==> config.mk <==
export PLATFORM = sky130hd
export DESIGN_NAME = load_store_unit
export DESIGN_NICKNAME = d
export VERILOG_FILES = /design/src/rtl/rv_mem_pkg.sv /design/src/rtl/lsu_align.sv /design/src/rtl/load_store_unit.sv
export SDC_FILE = /design/constraint.sdc
export NUM_CORES = 1
export LEC_CHECK = 0
export CAP_MARGIN = 20
export CORE_MARGIN = 2
export CORE_UTILIZATION = 30
export CTS_BUF_LIST = sky130_fd_sc_hd__clkbuf_8
export CTS_CLUSTER_SIZE = 25
export DETAILED_ROUTE_END_ITERATION = 10
export HOLD_SLACK_MARGIN = 0.05
export PLACE_DENSITY = 0.51
export SYNTH_ARGS = -nofsm -noshare
export SYNTH_HDL_FRONTEND = slang
export SYNTH_HIERARCHICAL = 1
export SYNTH_SLANG_ARGS = --single-unit
==> constraint.sdc <==
create_clock -name clk -period 6.5 [get_ports clk]
set_input_delay 1.625 -clock clk [delete_from_list [all_inputs] [get_ports clk]]
set_output_delay 1.625 -clock clk [all_outputs]
set_load 0.05 [all_outputs]
==> src/rtl/rv_mem_pkg.sv <==
// Shared types for the data-memory load/store path.
// Access codes, LSU states and small decode helpers.
package rv_mem_pkg;

  typedef enum logic [3:0] {
    LB  = 4'd0,
    LH  = 4'd1,
    LW  = 4'd2,
    LBU = 4'd3,
    LHU = 4'd4,
    SB  = 4'd5,
    SH  = 4'd6,
    SW  = 4'd7
  } mem_ctrl_e;

  typedef enum logic [2:0] {
    IDLE,
    REQ,
    WAIT,
    DONE,
    ERR
  } lsu_state_e;

  function automatic logic is_load(mem_ctrl_e c);
    return c <= LHU;
  endfunction

  function automatic logic is_store(mem_ctrl_e c);
    return c inside {SB, SH, SW};
  endfunction

endpackage

==> src/rtl/lsu_align.sv <==
// Byte-lane steering for the load/store unit.
// Builds enables, store lanes, load extension, alignment.
module lsu_align
  import rv_mem_pkg::*;
(
  input  logic [3:0]  mem_ctrl,
  input  logic [1:0]  addr,
  input  logic [31:0] wdata,
  input  logic [31:0] bus_rdata,
  output logic [3:0]  bus_be,
  output logic [31:0] bus_wdata,
  output logic [31:0] ext_rdata,
  output logic        misaligned
);

  mem_ctrl_e   c;
  logic        is_b;
  logic        is_h;
  logic        is_w;
  logic        sgn;
  logic [4:0]  sh;
  logic [31:0] lane;

  assign c    = mem_ctrl_e'(mem_ctrl);
  assign is_b = (c == LB) | (c == LBU) | (c == SB);
  assign is_h = (c == LH) | (c == LHU) | (c == SH);
  assign is_w = (c == LW) | (c == SW);
  assign sgn  = (c == LB) | (c == LH);
  assign sh   = {addr, 3'b000};
  assign lane = bus_rdata >> sh;

  // Lane enables, store replication and load extension by size
  always_comb begin
    bus_be     = 4'b0000;
    bus_wdata  = 32'h0;
    ext_rdata  = 32'h0;
    misaligned = 1'b0;
    unique case (1'b1)
      is_b: begin
        bus_be    = 4'b0001 << addr;
        bus_wdata = {4{wdata[7:0]}};
        ext_rdata = {{24{sgn & lane[7]}}, lane[7:0]};
      end
      is_h: begin
        misaligned = addr[0];
        bus_be     = 4'b0011 << addr;
        bus_wdata  = {2{wdata[15:0]}};
        ext_rdata  = {{16{sgn & lane[15]}}, lane[15:0]};
      end
      is_w: begin
        misaligned = |addr;
        bus_be     = 4'b1111;
        bus_wdata  = wdata;
        ext_rdata  = bus_rdata;
      end
      default: ;
    endcase
  end

endmodule

==> src/rtl/load_store_unit.sv <==
// Load/store unit: one aligned access over req/gnt/rvalid.
// Stalls the core until done; aborts on misalign/timeout.
module load_store_unit
  import rv_mem_pkg::*;
#(
  parameter int TIMEOUT_CYCLES = 64
) (
  input  logic        clk,
  input  logic        rst,
  input  logic        mem_r,
  input  logic        mem_w,
  input  logic [3:0]  mem_ctrl,
  input  logic [31:0] addr,
  input  logic [31:0] wdata,
  output logic        stall,
  output logic [31:0] load_data,
  output logic        misalign,
  output logic        bus_err,
  output logic        bus_req,
  output logic        bus_we,
  output logic [31:0] bus_addr,
  output logic [3:0]  bus_be,
  output logic [31:0] bus_wdata,
  input  logic        bus_gnt,
  input  logic        bus_rvalid,
  input  logic [31:0] bus_rdata
);

  localparam int CW = $clog2(TIMEOUT_CYCLES + 1);
  localparam logic [CW-1:0] T_LAST = CW'(TIMEOUT_CYCLES - 1);

  lsu_state_e  state;
  logic [3:0]  op_q;
  logic [31:0] addr_q;
  logic [31:0] wdata_q;
  logic        we_q;
  logic [CW-1:0] cnt;

  logic        req;
  logic        legal;
  logic        go;
  logic        tmo;
  logic        in_idle;
  logic [3:0]  a_ctrl;
  logic [1:0]  a_addr;
  logic [3:0]  a_be;
  logic [31:0] a_wdata;
  logic [31:0] a_ext;
  logic        a_mis;

  assign in_idle = (state == IDLE);
  assign req     = mem_r | mem_w;
  assign legal   = mem_w ? is_store(mem_ctrl_e'(mem_ctrl))
                         : is_load(mem_ctrl_e'(mem_ctrl));
  assign go      = req & legal;
  assign tmo     = (cnt == T_LAST);

  // Live inputs are checked in IDLE; latched ones drive the bus
  assign a_ctrl = in_idle ? mem_ctrl : op_q;
  assign a_addr = in_idle ? addr[1:0] : addr_q[1:0];

  lsu_align u_align (
    .mem_ctrl   (a_ctrl),
    .addr       (a_addr),
    .wdata      (wdata_q),
    .bus_rdata  (bus_rdata),
    .bus_be     (a_be),
    .bus_wdata  (a_wdata),
    .ext_rdata  (a_ext),
    .misaligned (a_mis)
  );

  assign stall = (in_idle & go)
               | (state == REQ)
               | (state == WAIT);

  assign bus_we    = bus_req & we_q;
  assign bus_addr  = bus_req ? {addr_q[31:2], 2'b00} : 32'h0;
  assign bus_be    = bus_req ? a_be : 4'b0000;
  assign bus_wdata = bus_req ? a_wdata : 32'h0;

  // Access FSM with operand latches and timeout counter
  always_ff @(posedge clk) begin
    if (rst) begin
      state     <= IDLE;
      op_q      <= 4'h0;
      addr_q    <= 32'h0;
      wdata_q   <= 32'h0;
      we_q      <= 1'b0;
      cnt       <= '0;
      bus_req   <= 1'b0;
      misalign  <= 1'b0;
      bus_err   <= 1'b0;
      load_data <= 32'h0;
    end else begin
      misalign <= 1'b0;
      bus_err  <= 1'b0;
      unique case (state)
        IDLE: begin
          if (go) begin
            op_q    <= mem_ctrl;
            addr_q  <= addr;
            wdata_q <= wdata;
            we_q    <= mem_w;
            if (a_mis) begin
              state    <= ERR;
              misalign <= 1'b1;
            end else begin
              state   <= REQ;
              bus_req <= 1'b1;
              cnt     <= '0;
            end
          end
        end
        REQ: begin
          if (bus_gnt) begin
            bus_req <= 1'b0;
            cnt     <= cnt + 1'b1;
            state   <= we_q ? DONE : WAIT;
          end else if (tmo) begin
            bus_req <= 1'b0;
            bus_err <= 1'b1;
            state   <= ERR;
          end else begin
            cnt <= cnt + 1'b1;
          end
        end
        WAIT: begin
          if (bus_rvalid) begin
            load_data <= a_ext;
            state     <= DONE;
          end else if (tmo) begin
            bus_err <= 1'b1;
            state   <= ERR;
          end else begin
            cnt <= cnt + 1'b1;
          end
        end
        DONE:    state <= IDLE;
        ERR:     state <= IDLE;
        default: state <= IDLE;
      endcase
    end
  end

endmodule

# After elaboration in Yosys (flattened, before gate mapping)
# Index checks and enable logic that the tools add are counted.
# op_classes
n_reduce_logical	11
shifts	3
n_mux	33
addsub	1
n_eq_ne	17
bitwise_logic	16
magnitude_cmp	1
# op_table
cell	count
one-hot mux 32 bit (3 select lines)	2
2-to-1 mux 32 bit	2
2-to-1 mux 7 bit	5
right shift 32 x 5 -> 16 bit	1
equality test 4 x 3 -> 1 bit, second input constant	7
one-hot mux 7 bit (3 select lines)	1
2-to-1 mux 3 bit	5
one-hot mux 4 bit (3 select lines)	1
2-to-1 mux 1 bit	10
OR 1 bit	9
one-hot mux 3 bit (3 select lines)	1
equality test 4 x 2 -> 1 bit, second input constant	2
2-to-1 mux 4 bit	2
AND reduction 4 bit	2
adder 7 x 1 -> 7 bit, second input constant	1
equality test 7 x 6 -> 1 bit, second input constant	1
!= test 2 bit, second input constant	3
one-hot mux 1 bit (2 select lines)	3
nonzero test 3 bit	2
AND 1 bit	5
equality test 4 x 1 -> 1 bit, second input constant	1
<= comparator 4 x 3 -> 1 bit, second input constant	1
logical NOT 4 bit	1
AND reduction 2 bit	2
other kinds (11)	12
# totals
in_bits	106
regBits	114

# Longest topological paths before layout
# Gate-level depths: netlist of run 1.
# logic_depth
word_depth	9
mapped_depth	17
depth_no_buf	11

# Hierarchy
# The synthesis of run 1 kept the hierarchy.
# by_module_without_submodules
mod	cells_per_inst	n_inst	area_each_um2
load_store_unit	670	1	5497.8
lsu_align	187	1	1337.5

# Worst setup path before layout of run 1
# Ideal clock, no wire load.
# synth_path
kind	input port to output port
start	input port mem_ctrl[3]
end	output port bus_be[1]
path_stages	10
required_time_ps	4875
path_slack_ps	965
n_path_buf	3
arrival_ps	3910
cell_sequence	buf_2 -> inv_2 -> clkbuf_1 -> o21ai_0 -> or4b_4 -> o21ai_4 -> buf_6 -> nor2_2 -> o31ai_2 -> and2_1
# synth_via
elab_chain_len	6
word_cells_on_any_way	16
cone_classes	eq/ne: 7; mux: 3; bitwise: 5; reduce/logical: 1
# synth_lines
element	line_no	text
start: declaration	load_store_unit.sv:12	input logic [3:0] mem_ctrl,
2-to-1 mux 4 bit (*)	load_store_unit.sv:59	assign a_ctrl = in_idle ? mem_ctrl : op_q;
net a_ctrl[3]	load_store_unit.sv:44	logic [3:0] a_ctrl;
equality test 4 x 1 -> 1 bit (tied with other cells)	lsu_align.sv:26	assign is_h = (c == LH) | (c == LHU) | (c == SH);
OR 1 bit (on tied branches) (2 in a row)	lsu_align.sv:26, lsu_align.sv:25	
one-hot mux 4 bit (3 select lines) (*)	lsu_align.sv:38	unique case (1'b1)
net a_be[1]	load_store_unit.sv:46	logic [3:0] a_be;
2-to-1 mux 4 bit (*)	load_store_unit.sv:79	assign bus_be = bus_req ? a_be : 4'b0000;
end: declaration	load_store_unit.sv:22	output logic [3:0] bus_be,
# Mark *: on every way through the listed nets, which the timed path passes. The rest lies on a longest branch.

# Worst setup path after layout of run 1
# layout_path
start	input port mem_ctrl[1]
end	output port bus_wdata[25]
# layout_via
elab_chain_len	6
word_cells_on_any_way	16
cone_classes	eq/ne: 7; mux: 3; bitwise: 5; reduce/logical: 1
# layout_lines
element	line_no	text
2-to-1 mux 4 bit (*)	load_store_unit.sv:59	
net a_ctrl[1]	load_store_unit.sv:44	
equality test 4 x 1 -> 1 bit (tied with other cells)	lsu_align.sv:26	
OR 1 bit (on tied branches) (2 in a row)	lsu_align.sv:26, lsu_align.sv:25	
one-hot mux 32 bit (3 select lines) (*)	lsu_align.sv:38	
net a_wdata[25]	load_store_unit.sv:47	logic [31:0] a_wdata;
2-to-1 mux 32 bit (*)	load_store_unit.sv:80	assign bus_wdata = bus_req ? a_wdata : 32'h0;
end: declaration	load_store_unit.sv:23	output logic [31:0] bus_wdata,
# Marked as above.

==> results.cfg, run 1 <==
[place]
io_buffers = 208
place_ws_ns = 0.731
place_hpwl_mm = 15.8
place.gp.congestion = 0.806
dp_cells = 1265

[sta]
fmax_mhz = 175
slew_headroom = 0.292
setup_viol = 0
fin_ws_ns = 0.783
hold_violations = 0
finClkSkew_ns = 0.0164
maxSlewViolCount = 0
worst_pin_slew_ns = 1.06
grt_setup_unrepaired = false
period_share = 0.880
period_needed_ns = 5.72
tns_ns = 0

[critical_path]
arrival_ns = 4.09
worstSetupEndpointType = output pin
path_max_fanout = 17
start_kind = primary input
worstPathRequired_ns = 4.88
path_class = primary input to output pin

[die]
core_um2 = 22500
die-area_um2 = 24000
std_cell_rows = 55
die_y_um = 155
die_w_um = 155
initial_core_util = 0.304
pin_count = 211

[power_and_ir_drop]
powerDensity_nw_per_um2 = 245
seqPwrFrac = 0.328
clockPowerShare = 0.352
p_comb_frac = 0.320
switchingPower_w = 0.000841
p_leak_nw = 3.39
vdd_ir_drop_max_mv = 0.115
p_int_w = 0.00148
swShare = 0.363

[clock_network]
cts_setup_buffers = 0
clk_pin_slew_worst_paths_ns = 0.07
clock-sinks = 114
cts-hold-fix-buffers = 0
cts_htree_levels = 4
cts_tree = built
clk_latency_ns = 0.45
cts_buffers = 17
cts_resized = 0
clockRootBuffer = clkbuf_8
clock_path_buffers = 2

[synthesis]
synth-edff-count = 0
yosys_warnings = 6
syn_area_per_cell_um2 = 7.98
synth_top_flop_cell = dfxtp_1
syn_inst = 857
async_reset_ff_frac = 0
synthesis.area_um2 = 6840
ys_seq_elements = 114
ys_seq_area_frac = 0.334
synth_cell_types = 63

[grt]
grt_max_degree = 74
overflow = 0
grt_usage = 0.202
grt_pass1_wl_mm = 38.5
antenna_found_initial = 0
grt_pass1_vias = 6712

[routing]
wire_per_inst_um = 19.1
antenna_left = 0
vias = 6980
vias_per_cell = 5.38
drt_wl_total_mm = 24.8
dr.pass1.iters = 7
drt_first_iter_violations = 456
drc = 0

[cells_and_area]
drive_above_1_share = 0.125
nFillCells = 2366
diodes = 0
final_nets = 1106
area_growth_pct = 38.1
fin_cells = 1297
utilization = 0.420

[min_path]
hp-class = flip-flop to flip-flop

[status]
status = complete, no violations

[flow_run]
maxCapViolCount = 0
layout make-up:
cell class / count / area, µm² / area share
sequential: 114 / 2280 / 0.242
inverter: 9 / 33.8 / 0.00358
timing repair buffer: 223 / 2240 / 0.237
tap: 285 / 357 / 0.0378
clock buffer: 20 / 275 / 0.0292
multi-input combinational: 634 / 4050 / 0.429
clock inverter: 12 / 203 / 0.0215
sequential cells by signal, summed over array words and instances, names as in the netlist:
signal     cells
cnt            7
we_q           1
wdata_q       32
bus_req        1
op_q           4
state          3
misalign       1
addr_q        32
load_data     32
bus_err        1
layer usage:
metal  share of wire  GRT usage  vias to the layer above
li1                -          -                     3419
met1            0.47      0.276                     3341
met2            0.46      0.320                      198
met3           0.057     0.0462                       22
met4           0.012     0.0547                        0
met5               0          0                        -
worst max-delay path, cell delays in order:
cell	delay [ns]
clkdlybuf4s50_1	0.54
nand2_1	0.07
nand2_1	0.22
xor2_1	0.17
o21a_1	0.72
nor3b_1	0.11
a221o_1	0.29
and2_1	0.16
buf_4	0.18
cells in the final DEF (no fill, tap or decap), types with 3 or more instances in the layout:
master / instances
a211o_1: 8
a211oi_1: 6
a21o_1: 17
a21oi_1: 104
a221o_1: 8
a22o_1: 9
a31oi_1: 6
a32o_1: 8
and2_1: 74
buf_12: 11
buf_4: 42
bufinv_16: 5
clkbuf_8: 20
clkdlybuf4s50_1: 170
clkinvlp_4: 4
dfxtp_1: 113
inv_1: 8
mux2i_1: 16
nand2_1: 102
nand2b_1: 6
nand3_1: 12
nand3b_1: 3
nand4_1: 69
nor2_1: 23
nor2b_1: 19
nor3_1: 5
nor3b_1: 11
o211ai_1: 3
o21ai_0: 10
o21ai_1: 4
o21ai_4: 3
o31ai_1: 46
o31ai_2: 24
Yosys cell counts, drive strengths merged, types with 2 or more instances:
master | count | area, µm²
buf | 49 | 314
and3 | 2 | 12.5
o211ai | 3 | 22.5
nor2b | 19 | 119
nand3 | 12 | 60.1
o31ai | 70 | 646
a21o | 17 | 128
nand4 | 69 | 432
inv | 9 | 33.8
dfxtp | 114 | 2280
clkbuf | 52 | 195
a21oi | 106 | 538
o21a | 3 | 22.5
a32o | 8 | 80.1
a211o | 8 | 70.1
a31oi | 6 | 37.5
o21ai | 18 | 113
mux2i | 16 | 160
a221o | 8 | 80.1
nand2b | 6 | 37.5
a211oi | 6 | 45.0
nor2 | 24 | 92.6
o22ai | 2 | 12.5
nor3b | 11 | 82.6
nor3 | 7 | 40.0
nand2 | 102 | 383
and2 | 74 | 463
nand3b | 4 | 33.8
a22o | 9 | 78.8
per-stage QoR:
step / total power, W / instance area, µm² / hold slack (ns)
2_1_floorplan: 0.00131 / 6840 / 0.444
3_3_place_gp: 0.00152 / 8960 / 0.443
3_5_place_dp: 0.00152 / 8960 / 0.448
4_1_cts: 0.00234 / 9440 / 0.458
5_1_grt: 0.00243 / 9440 / 0.476
6_report: 0.00232 / 9440 / 0.453
power groups by stage:
stage / clock (W) / sequential [W] / combinational (W)
2_1_floorplan: 0 / 0.000775 / 0.000531
3_3_place_gp: 0 / 0.000776 / 0.000741
3_5_place_dp: 0 / 0.000776 / 0.000741
4_1_cts: 0.000834 / 0.000760 / 0.000744
5_1_grt: 0.000866 / 0.000765 / 0.000801
6_report: 0.000815 / 0.000760 / 0.000742
final timing paths:
| path | startpoint | to | slack (ns) | cells past startpoint |
|---|---|---|---|---|
| worst min register to register | load_data[31] | load_data[31] | 0.45 | 2 |
| worst max register to register | state[0] | cnt[0] | 2.03 | 12 |
| worst max-delay path | mem_ctrl[1] | bus_wdata[25] | 0.78 | 9 |
| worst min-delay path | load_data[31] | load_data[31] | 0.45 | 2 |
cell families after synthesis:
kind of cell	count (synthesis)	share of synthesized area
flops	114	0.334
buf+inv	110	0.0794
xor+xnor	2	0.00256
other cells	1	0.000549
mux	17	0.0267
simple gates	337	0.267
fa+ha+maj	1	0.00183
compound gates	275	0.288
No activity file was read; power rests on OpenSTA's default activity.
==> run 2, diff against run 1 <==
--- a/config.mk
+++ b/config.mk
@@ -11,8 +11,8 @@
 export CTS_BUF_LIST = sky130_fd_sc_hd__clkbuf_8
 export CTS_CLUSTER_SIZE = 25
 export DETAILED_ROUTE_END_ITERATION = 10
-export HOLD_SLACK_MARGIN = 0.05
 export PLACE_DENSITY = 0.51
+export SLEW_MARGIN = 10
 export SYNTH_ARGS = -nofsm -noshare
 export SYNTH_HDL_FRONTEND = slang
 export SYNTH_HIERARCHICAL = 1
==> results of run 2 <==
Same layout as run 1: the final DEF is identical, and so are final timing and power.
==> run 3, diff against run 2 <==
--- a/config.mk
+++ b/config.mk
@@ -17,3 +17,4 @@
 export SYNTH_HDL_FRONTEND = slang
 export SYNTH_HIERARCHICAL = 1
 export SYNTH_SLANG_ARGS = --single-unit
+export TNS_END_PERCENT = 10
==> results of run 3 <==
Same layout as run 1: the final DEF is identical, and so are final timing and power.
